`config.mk`:
```
export PLATFORM = sky130hd
export DESIGN_NAME = pri_req_gen
export DESIGN_NICKNAME = d
export VERILOG_FILES = /design/src/rtl/pri_pkg.sv /design/src/rtl/pri_enc.sv /design/src/rtl/pri_req_gen.sv
export SDC_FILE = /design/constraint.sdc
export NUM_CORES = 1
export LEC_CHECK = 0
export ABC_AREA = 1
export CORE_AREA = 2 2 239 241
export DETAILED_ROUTE_END_ITERATION = 8
export DIE_AREA = 0 0 241 243
export GPL_TIMING_DRIVEN = 0
export PLACE_DENSITY_LB_ADDON = 0.25
export SYNTH_ARGS = -nofsm -noshare
export SYNTH_HDL_FRONTEND = slang
export SYNTH_HIERARCHICAL = 1
export SYNTH_SLANG_ARGS = --single-unit
```
`constraint.sdc`:
```
create_clock -name clk -period 4.1 [get_ports clk]
set_input_delay 0.82 -clock clk [delete_from_list [all_inputs] [get_ports clk]]
set_output_delay 0.82 -clock clk [all_outputs]
set_load 0.02 [all_outputs]
```
`src/rtl/pri_pkg.sv`:
```
// Shared defaults, FSM state encoding and round timeout for the priority request generator.
package pri_pkg;
  localparam int N_DEF   = 4;
  localparam int P_DEF   = 16;
  localparam int PW_DEF  = $clog2(P_DEF);
  localparam int CW_DEF  = 4;
  localparam int TIMEOUT = 8;

  typedef enum logic [1:0] {
    ST_IDLE   = 2'd0,
    ST_ISSUE  = 2'd1,
    ST_WAIT   = 2'd2,
    ST_COMMIT = 2'd3
  } state_t;
endpackage

```
`src/rtl/pri_enc.sv`:
```
// Highest-nonzero-level encoder over one port's pending-request counters; 0 when all are empty.
module pri_enc import pri_pkg::*; #(
  parameter  int P  = P_DEF,
  parameter  int CW = CW_DEF,
  localparam int PW = $clog2(P)
) (
  input  logic [P-1:1][CW-1:0] cnt,
  output logic [PW-1:0]        lvl
);
  always_comb begin
    lvl = '0;
    for (int l = 1; l < P; l++)
      if (cnt[l] != '0) lvl = PW'(l);
  end
endmodule

```
`src/rtl/pri_req_gen.sv`:
```
// Per-port/per-level request counters feeding a pri_sel comparison round, with round-robin
// tie-break among the returned winners and a watchdog on the pri_sel response.
module pri_req_gen import pri_pkg::*; #(
  parameter  int N  = N_DEF,
  parameter  int P  = P_DEF,
  parameter  int CW = CW_DEF,
  localparam int PW = $clog2(P),
  localparam int NW = (N > 1) ? $clog2(N) : 1
) (
  input  logic                 clk,
  input  logic                 reset,
  input  logic                 push_valid,
  input  logic [NW-1:0]        push_port,
  input  logic [PW-1:0]        push_pri,
  output logic                 push_ready,
  output logic [N-1:0][PW-1:0] pri_out,
  output logic                 update,
  input  logic                 ready,
  input  logic [N-1:0]         req_in,
  output logic                 grant_valid,
  output logic [NW-1:0]        grant_port,
  output logic [PW-1:0]        grant_pri,
  output logic                 err
);
  localparam int WW = $clog2(TIMEOUT);
  localparam logic [CW-1:0] CNT_MAX = '1;

  state_t                      state;
  logic [N-1:0][P-1:1][CW-1:0] cnt;
  logic [N-1:0][P-1:1]         inc, dec;
  logic [N-1:0][PW-1:0]        lvl, pri_q;
  logic [N-1:0]                win_q;
  logic [NW-1:0]               rr_ptr, winner, idx;
  logic [WW-1:0]               wd;
  logic                        push_acc, found;

  for (genvar i = 0; i < N; i++) begin : g_enc
    pri_enc #(.P(P), .CW(CW)) u_enc (.cnt(cnt[i]), .lvl(lvl[i]));
  end

  always_comb begin
    push_ready = 1'b0;
    for (int i = 0; i < N; i++)
      for (int l = 1; l < P; l++)
        if (push_port == NW'(i) && push_pri == PW'(l)) push_ready = (cnt[i][l] != CNT_MAX);
  end
  assign push_acc = push_valid & push_ready;

  // Scan win_q starting at rr_ptr, wrapping at N.
  always_comb begin
    winner = '0;
    found  = 1'b0;
    idx    = rr_ptr;
    for (int k = 0; k < N; k++) begin
      if (!found && win_q[idx]) begin
        winner = idx;
        found  = 1'b1;
      end
      idx = (idx == NW'(N-1)) ? '0 : idx + 1'b1;
    end
  end

  assign update      = (state == ST_ISSUE);
  assign err         = (state == ST_WAIT) && !ready && (wd == WW'(TIMEOUT-1));
  assign grant_valid = (state == ST_COMMIT);
  assign grant_port  = grant_valid ? winner : '0;
  assign grant_pri   = grant_valid ? pri_q[winner] : '0;
  assign pri_out     = pri_q;

  always_comb begin
    inc = '0;
    dec = '0;
    for (int i = 0; i < N; i++)
      for (int l = 1; l < P; l++) begin
        inc[i][l] = push_acc && push_port == NW'(i) && push_pri == PW'(l);
        dec[i][l] = grant_valid && winner == NW'(i) && pri_q[i] == PW'(l);
      end
  end

  // A simultaneous push and commit on one counter cancel out.
  always_ff @(posedge clk or negedge reset) begin
    if (!reset) cnt <= '0;
    else
      for (int i = 0; i < N; i++)
        for (int l = 1; l < P; l++)
          if (inc[i][l] && !dec[i][l])      cnt[i][l] <= cnt[i][l] + 1'b1;
          else if (dec[i][l] && !inc[i][l]) cnt[i][l] <= cnt[i][l] - 1'b1;
  end

  always_ff @(posedge clk or negedge reset) begin
    if (!reset) begin
      state  <= ST_IDLE;
      pri_q  <= '0;
      win_q  <= '0;
      rr_ptr <= '0;
      wd     <= '0;
    end else begin
      case (state)
        ST_IDLE:
          if (|lvl) begin
            pri_q <= lvl;
            state <= ST_ISSUE;
          end
        ST_ISSUE: begin
          wd    <= '0;
          state <= ST_WAIT;
        end
        ST_WAIT:
          if (ready) begin
            win_q <= req_in;
            state <= (req_in != '0) ? ST_COMMIT : ST_IDLE;
          end else if (wd == WW'(TIMEOUT-1)) begin
            state <= ST_IDLE;
          end else begin
            wd <= wd + 1'b1;
          end
        ST_COMMIT: begin
          rr_ptr <= (winner == NW'(N-1)) ? '0 : winner + 1'b1;
          state  <= ST_IDLE;
        end
        default: state <= ST_IDLE;
      endcase
    end
  end
endmodule

```
==> results of run 1 <==
## power by group
group / total [mW] / switching (mW) / internal, mW
sequential: 4.48 / 1.18 / 3.30
combinational: 4.60 / 2.48 / 2.12
clock: 3.07 / 1.21 / 1.87
## flip-flops by register name, summed over array words and instances, names as in the netlist
signal	count
win_q	4
wd	3
pri_out	16
cnt	240
rr_ptr	2
state	2
## through the flow
| step | cell area [um^2] | worst slack [ns] | cells | total power, mW | TNS [ns] |
|---|---|---|---|---|---|
| final | 25500 | -1.69 | 3346 | 12.2 | -311.46 |
| after global routing | 25500 | -2.36 | 3346 | 13.1 | -468.65 |
| after CTS | 24200 | -1.71 | 3306 | 11.9 | -320.46 |
| after detailed placement | 21500 | -3.32 | 3170 | 8.41 | -679.67 |
| after global placement | 21500 | -10.67 | 3168 | 8.21 | -3520.72 |
| after floorplan | 20100 | -0.859 | 2373 | 7.13 | -125.39 |
## metal layers
| metal | share of wire (%) | GRT usage [%] | vias to the layer above |
|---|---|---|---|
| met1 | 45 | 25.0 | 8039 |
| li1 | - | - | 8104 |
| met5 | 0.024 | 0 | - |
| met4 | 3.5 | 6.70 | 2 |
| met2 | 46 | 29.9 | 298 |
| met3 | 4.7 | 2.93 | 90 |
## placed cells by master (no fill, tap or decap), types with 22 or more instances in the layout
cell / instances
buf_6: 46
o21ai_0: 33
nor2_2: 38
ha_4: 97
xnor2_2: 25
a21oi_1: 34
nand2_1: 626
inv_1: 175
nand3_1: 39
nand4_1: 41
ha_1: 73
fa_2: 36
nor4_1: 25
clkbuf_16: 37
xor2_1: 61
o21ai_1: 50
buf_4: 64
xnor2_1: 95
fa_1: 24
a21oi_2: 61
a21o_1: 60
inv_4: 36
inv_2: 29
nor2_1: 261
nor2_4: 38
ha_2: 22
dfrtp_1: 262
clkdlybuf4s50_1: 31
## worst paths after layout
check / cells after the start / from / slack, ns / end
setup reg to reg: 65 / cnt[6]$_DFFE_PN0P_ / -1.59 / cnt[91]$_DFFE_PN0P_
max in group asynchronous: 3 / reset / 2.36 / cnt[29]$_DFFE_PN0P_
setup / recovery: 66 / push_pri[2] / -1.69 / cnt[91]$_DFFE_PN0P_
hold / removal: 1 / reset / 0.25 / cnt[153]$_DFFE_PN0P_
hold reg to reg: 1 / cnt[191]$_DFFE_PN0P_ / 0.49 / cnt[191]$_DFFE_PN0P_
min in group clk: 1 / cnt[191]$_DFFE_PN0P_ / 0.49 / cnt[191]$_DFFE_PN0P_
## worst max-delay path: cells and delay by family
kind	cells	cell delay [ns]
compound gates	2	0.32
xor+xnor	1	0.13
fa+ha+maj	2	0.35
buf+inv	8	0.77
simple gates	53	3.76
## cells by family after synthesis
kind of cell / after synthesis / synth area share, %
XOR/XNOR: 181 / 8.17
flip-flops: 267 / 34.4
adder cells (fa/ha/maj): 252 / 18.6
AO/OA/AOI/OAI: 262 / 7.90
buffers and inverters: 261 / 5.16
AND/OR/NAND/NOR: 1150 / 25.8
## repair_timing
action	CTS	global route
cloned	3	0
setup buffers	74	52
endpoints found under the setup margin	247	263
pin swaps	173	250
resized for setup	298	240
## final cells by class
cell class | instances | area, um^2 | share of cell area [%]
multi-input cells | 1845 | 14000 | 54.6
flip-flops and latches | 267 | 6690 | 26.2
repair buffers | 158 | 1610 | 6.30
clock buffers | 55 | 1080 | 4.24
inverters | 246 | 1060 | 4.14
well taps | 756 | 946 | 3.70
plain buffers | 15 | 158 | 0.617
clock inverters | 4 | 48.8 | 0.191
==> impl_metrics.csv, run 1 <==
group,metric,value,unit
route,post-route-drc-count,0,
setup_path,cp_max_fo,7,
clock_tree,cts_root_buf,"clkbuf_16",
setup_path,worst_ep_required_time,4.52,ns
clock_tree,hold_buffers,0,
yosys,ys_types,40,
placed_design,gp_congestion,0.862,
sta,finalHoldViolCount,0,
pwr,cellLeakagePower,10.2,nW
die,ioPinCount,40,
clock_tree,cts_max_level,2,
pwr,ir_worst_vdd,450,uV
sta,min_period_over_period,141,%
run,cap_violations,0,
setup_path,crit_type,"in -> reg",
die,die-height,243,um
route,wire_per_inst,16.0,um
finish,area_growth,31.6,%
die,dieArea,58600,um^2
status,outcome,"complete, but fails checks",
pwr,powerDensity,476,nW/um^2
yosys,synthArstFlopShare,100,%
global_route,grtUsageTotal,18.5,%
yosys,synthMostInstantiatedCell,"nand2_1",
placed_design,io_buffers,39,
yosys,synth_flop_cell,"dfrtp_1",
yosys,avgSynthCellArea,8.18,um^2
setup_path,slowest_delay,0.19,ns
finish,nNetsFinal,2835,
setup_path,crit_slowest_cell,"nor2_4",
sta,min_period,5.79,ns
status,violations,"setup timing",
route,vias,16533,
sta,hold_slack,0.248,ns
clock_tree,cts_tree,"built",
global_route,grt_pass1_wl,86200,um
yosys,netlist_area,19400,um^2
route,antenna_left,0,
finish,diodes,0,
sta,setup_slack,-1.69,ns
global_route,grt_max_degree,115,
setup_path,cp-end-kind,"flop",
route,drtPass1Iterations,8,
sta,fin_skew,0.0286,ns
yosys,yosysWarnings,6,
yosys,synth_edf_count,0,
route,drt_iter0_markers,935,
yosys,synth_top_area_share,34.4,%
route,wirelength,53500,um
global_route,first_global_vias,16450,
clock_tree,clock_latency,0.54,ns
finish,nFillCells,5326,
clock_tree,clk_pin_slew,0.05,ns
yosys,yosys-top-cells-area,"dfrtp_1 34%, nand2_1 12%, ha_1 12%, nor2_1 6.4%, fa_1 6.2%",
sta,rsz0062_at_grt,"yes",
setup_path,cp-start-kind,"primary input",
sta,clock.fmax,0.173,GHz
yosys,synth_top_area_cell,"dfrtp_1",
min_path,hp-class,"in -> async",
placed_design,dp_hpwl,37800,um
sta,max-slew-margin-rel,30.7,%
yosys,synth_nets,2639,
sta,finalSetupViolCount,263,
clock_tree,cts_made_buffers,36,
clock_tree,clock_path_buffers,3,
sta,tightest_slew,1.03,ns
global_route,antenna_found_initial,1,
global_route,grt-ovfl-total,0,
route,vias_per_cell,4.94,
yosys,ys_seq_area_share,34.4,%
sta,finalMaxSlewViolations,0,
setup_path,crit_arrival,6.21,ns
finish,fin_util,45.7,%
die,core_area,56000,um^2
die,placementRows,87,
yosys,yosys-top-cells-count,"644 x nand2_1, 331 x nor2_1, 267 x dfrtp_1, 240 x inv_1, 192 x ha_1",
die,start_util,34.7,%
yosys,syn_inst,2373,
clock_tree,clock-sinks,267,
yosys,synth-seq-cells,267,
finish,drive_above_1_share,24.4,%
setup_path,crit_top_cell,"nand2_1",
die,die_x,241,um
Note: power is estimated with default switching activity, not from simulation.
==> run 2: changes to the inputs <==
Settings changed: CORE_AREA 2 2 239 241 to 2 2 201 203, DIE_AREA 0 0 241 243 to 0 0 203 205.
==> run 2 against run 1 <==
  * The run still ends with setup timing left
  * Via count up 1.5%
  * Critical path depth down 2
  * Sequential share of layout area up 0.75 points
  * Sequential power about the same
  * Setup slack worse by 0.047 ns
  * Core utilization up 17 points
  * Register-to-register slack worse by 0.12 ns
  * Die area down 29%
  * Cell area down 2.7%
  * Clock skew down 0.0077 ns
  * Flip-flop and latch count unchanged
  * Critical endpoint is now cnt[3]$_DFFE_PN0P_
==> impl_metrics.csv, run 2 (synthesis results as in run 1) <==
group,metric,value,unit
status,outcome,"complete, but fails checks",
status,violations,"setup timing",
setup_path,slowest_delay,0.22,ns
sta,clock.fmax,0.171,GHz
setup_path,crit_arrival,6.30,ns
finish,top_register,"cnt",
die,die_x,203,um
finish,largest_register_ffs,240,
global_route,grt_max_degree,109,
die,die-height,205,um
setup_path,worst_ep_required_time,4.57,ns
setup_path,cp-end-kind,"flop",
route,drt_iter0_markers,1107,
finish,drive_above_1_share,23.8,%
die,ioPinCount,40,
finish,fin_cells,3108,
setup_path,cp_max_fo,5,
route,wirelength,52200,um
sta,tightest_slew,0.943,ns
setup_path,cp-start-kind,"primary input",
sta,rsz0062_at_grt,"yes",
pwr,ir_worst_vdd,447,uV
finish,final_common_cell,"nand2_1",
placed_design,place_ws,-3.28,ns
route,vias_per_cell,5.40,
die,placementRows,73,
finish,nFillCells,3163,
clock_tree,clock_path_buffers,3,
placed_design,io_buffers,39,
sta,fin_setup_tns,-308.59,ns
setup_path,r2r_end,"cnt[3]$_DFFE_PN0P_",
clock_tree,cts_max_level,1,
finish,nNetsFinal,2827,
setup_path,regToRegSetupSlack,-1.71,ns
setup_path,crit_slowest_cell,"nand4_1",
sta,fin_skew,0.0209,ns
finish,multi_input_area,13800,um^2
placed_design,dp_hpwl,35500,um
finish,area_growth,28.1,%
sta,min_period_over_period,142,%
route,wire_per_inst,16.8,um
pwr,powerDensity,477,nW/um^2
sta,finalHoldViolCount,0,
setup_path,reg2reg_depth,63,
die,dieArea,41600,um^2
global_route,antenna_found_initial,0,
finish,final_cell_mix,"621 x nand2_1, 270 x nor2_1, 258 x dfrtp_1",
sta,max-slew-margin-rel,36.6,%
run,cap_violations,0,
placed_design,gp_congestion,0.871,
pwr,p_total,11.8,mW
clock_tree,cts_tree,"built",
global_route,grt-ovfl-total,0,
global_route,grt_pass1_wl,83000,um
placed_design,numPlacedInstances,2939,
setup_path,crit_type,"in -> reg",
min_path,hp-class,"in -> async",
finish,ff_latch_area,6690,um^2
global_route,first_global_vias,16560,
clock_tree,clock_latency,0.59,ns
die,start_util,49.3,%
setup_path,r2r-start,"cnt[5]$_DFFE_PN0P_",
sta,setup_slack,-1.73,ns
route,vias,16777,
clock_tree,hold_buffers,0,
route,drtPass1Iterations,5,
sta,finalSetupViolCount,247,
pwr,cellLeakagePower,10.0,nW
clock_tree,clk_pin_slew,0.06,ns
clock_tree,clock-sinks,267,
global_route,grtUsageTotal,24.8,%
sta,min_period,5.83,ns
setup_path,crit_top_cell,"nand2_1",
finish,diodes,0,
clock_tree,cts_made_buffers,31,
route,post-route-drc-count,0,
sta,finalMaxSlewViolations,0,
die,core_area,39400,um^2
route,antenna_left,0,
clock_tree,cts_root_buf,"clkbuf_16",
run 2: repair_timing:
item / CTS / global route
setup buffers: 75 / 49
resized for setup: 269 / 222
cloned: 3 / 0
endpoints found under the setup margin: 247 / 261
pin swaps: 159 / 238
run 2: worst max-delay path by stage:
stage / startpoint / to / slack [ns] / cells past startpoint
floorplan: push_pri[2] / cnt[135]$_DFFE_PN0P_ / -0.86 / 64
global placement: reset / cnt[152]$_DFFE_PN0P_ / -10.10 / 1
detailed placement: push_pri[2] / cnt[223]$_DFFE_PN0P_ / -3.28 / 63
CTS: cnt[11]$_DFFE_PN0P_ / cnt[107]$_DFFE_PN0P_ / -1.59 / 62
global route: cnt[5]$_DFFE_PN0P_ / cnt[3]$_DFFE_PN0P_ / -2.23 / 63
finish: push_pri[2] / cnt[3]$_DFFE_PN0P_ / -1.73 / 64
run 2: power breakdown:
part           switching (mW)  internal (mW)
clock network            1.17           1.62
logic                    2.49           2.09
registers                1.18           3.30
total                    4.84           7.01
run 2: metal layers:
metal | wire length, um | global-route usage, % | part of all wire [%]
met5 | 0 | 0 | 0
met4 | 2570 | 10.2 | 4.9
met1 | 22200 | 32.2 | 42
met2 | 24700 | 42.2 | 47
met3 | 2760 | 3.02 | 5.3
run 2: final cells by class:
class / count / share of cell area [%]
plain buffers: 15 / 0.589
clock buffers: 41 / 3.55
clock inverters: 14 / 0.523
inverters: 246 / 4.20
multi-input cells: 1845 / 55.4
flip-flops and latches: 267 / 26.9
well taps: 525 / 2.64
repair buffers: 155 / 6.16
run 2: per-stage QoR:
stage / util (%) / hold WS [ns] / cell area [um^2]
CTS: 60.1 / 0.173 / 23600
global placement: 53.8 / 0.472 / 21200
finish: 63.1 / 0.155 / 24900
floorplan: - / 0.456 / 20100
global route: 63.1 / 0.183 / 24900
detailed placement: 54.0 / 0.480 / 21200
run 2: critical path, delay by kind of cell:
family | cells | cell delay (ns)
AND/OR/NAND/NOR | 53 | 3.99
adder cells (fa/ha/maj) | 2 | 0.36
buffers and inverters | 6 | 0.56
XOR/XNOR | 1 | 0.14
AO/OA/AOI/OAI | 2 | 0.40
==> run 3: changes to the inputs <==
Settings changed: CAP_MARGIN set to 30.
==> results of run 3 <==
The final DEF is identical to that of run 2; final timing and power are the same.
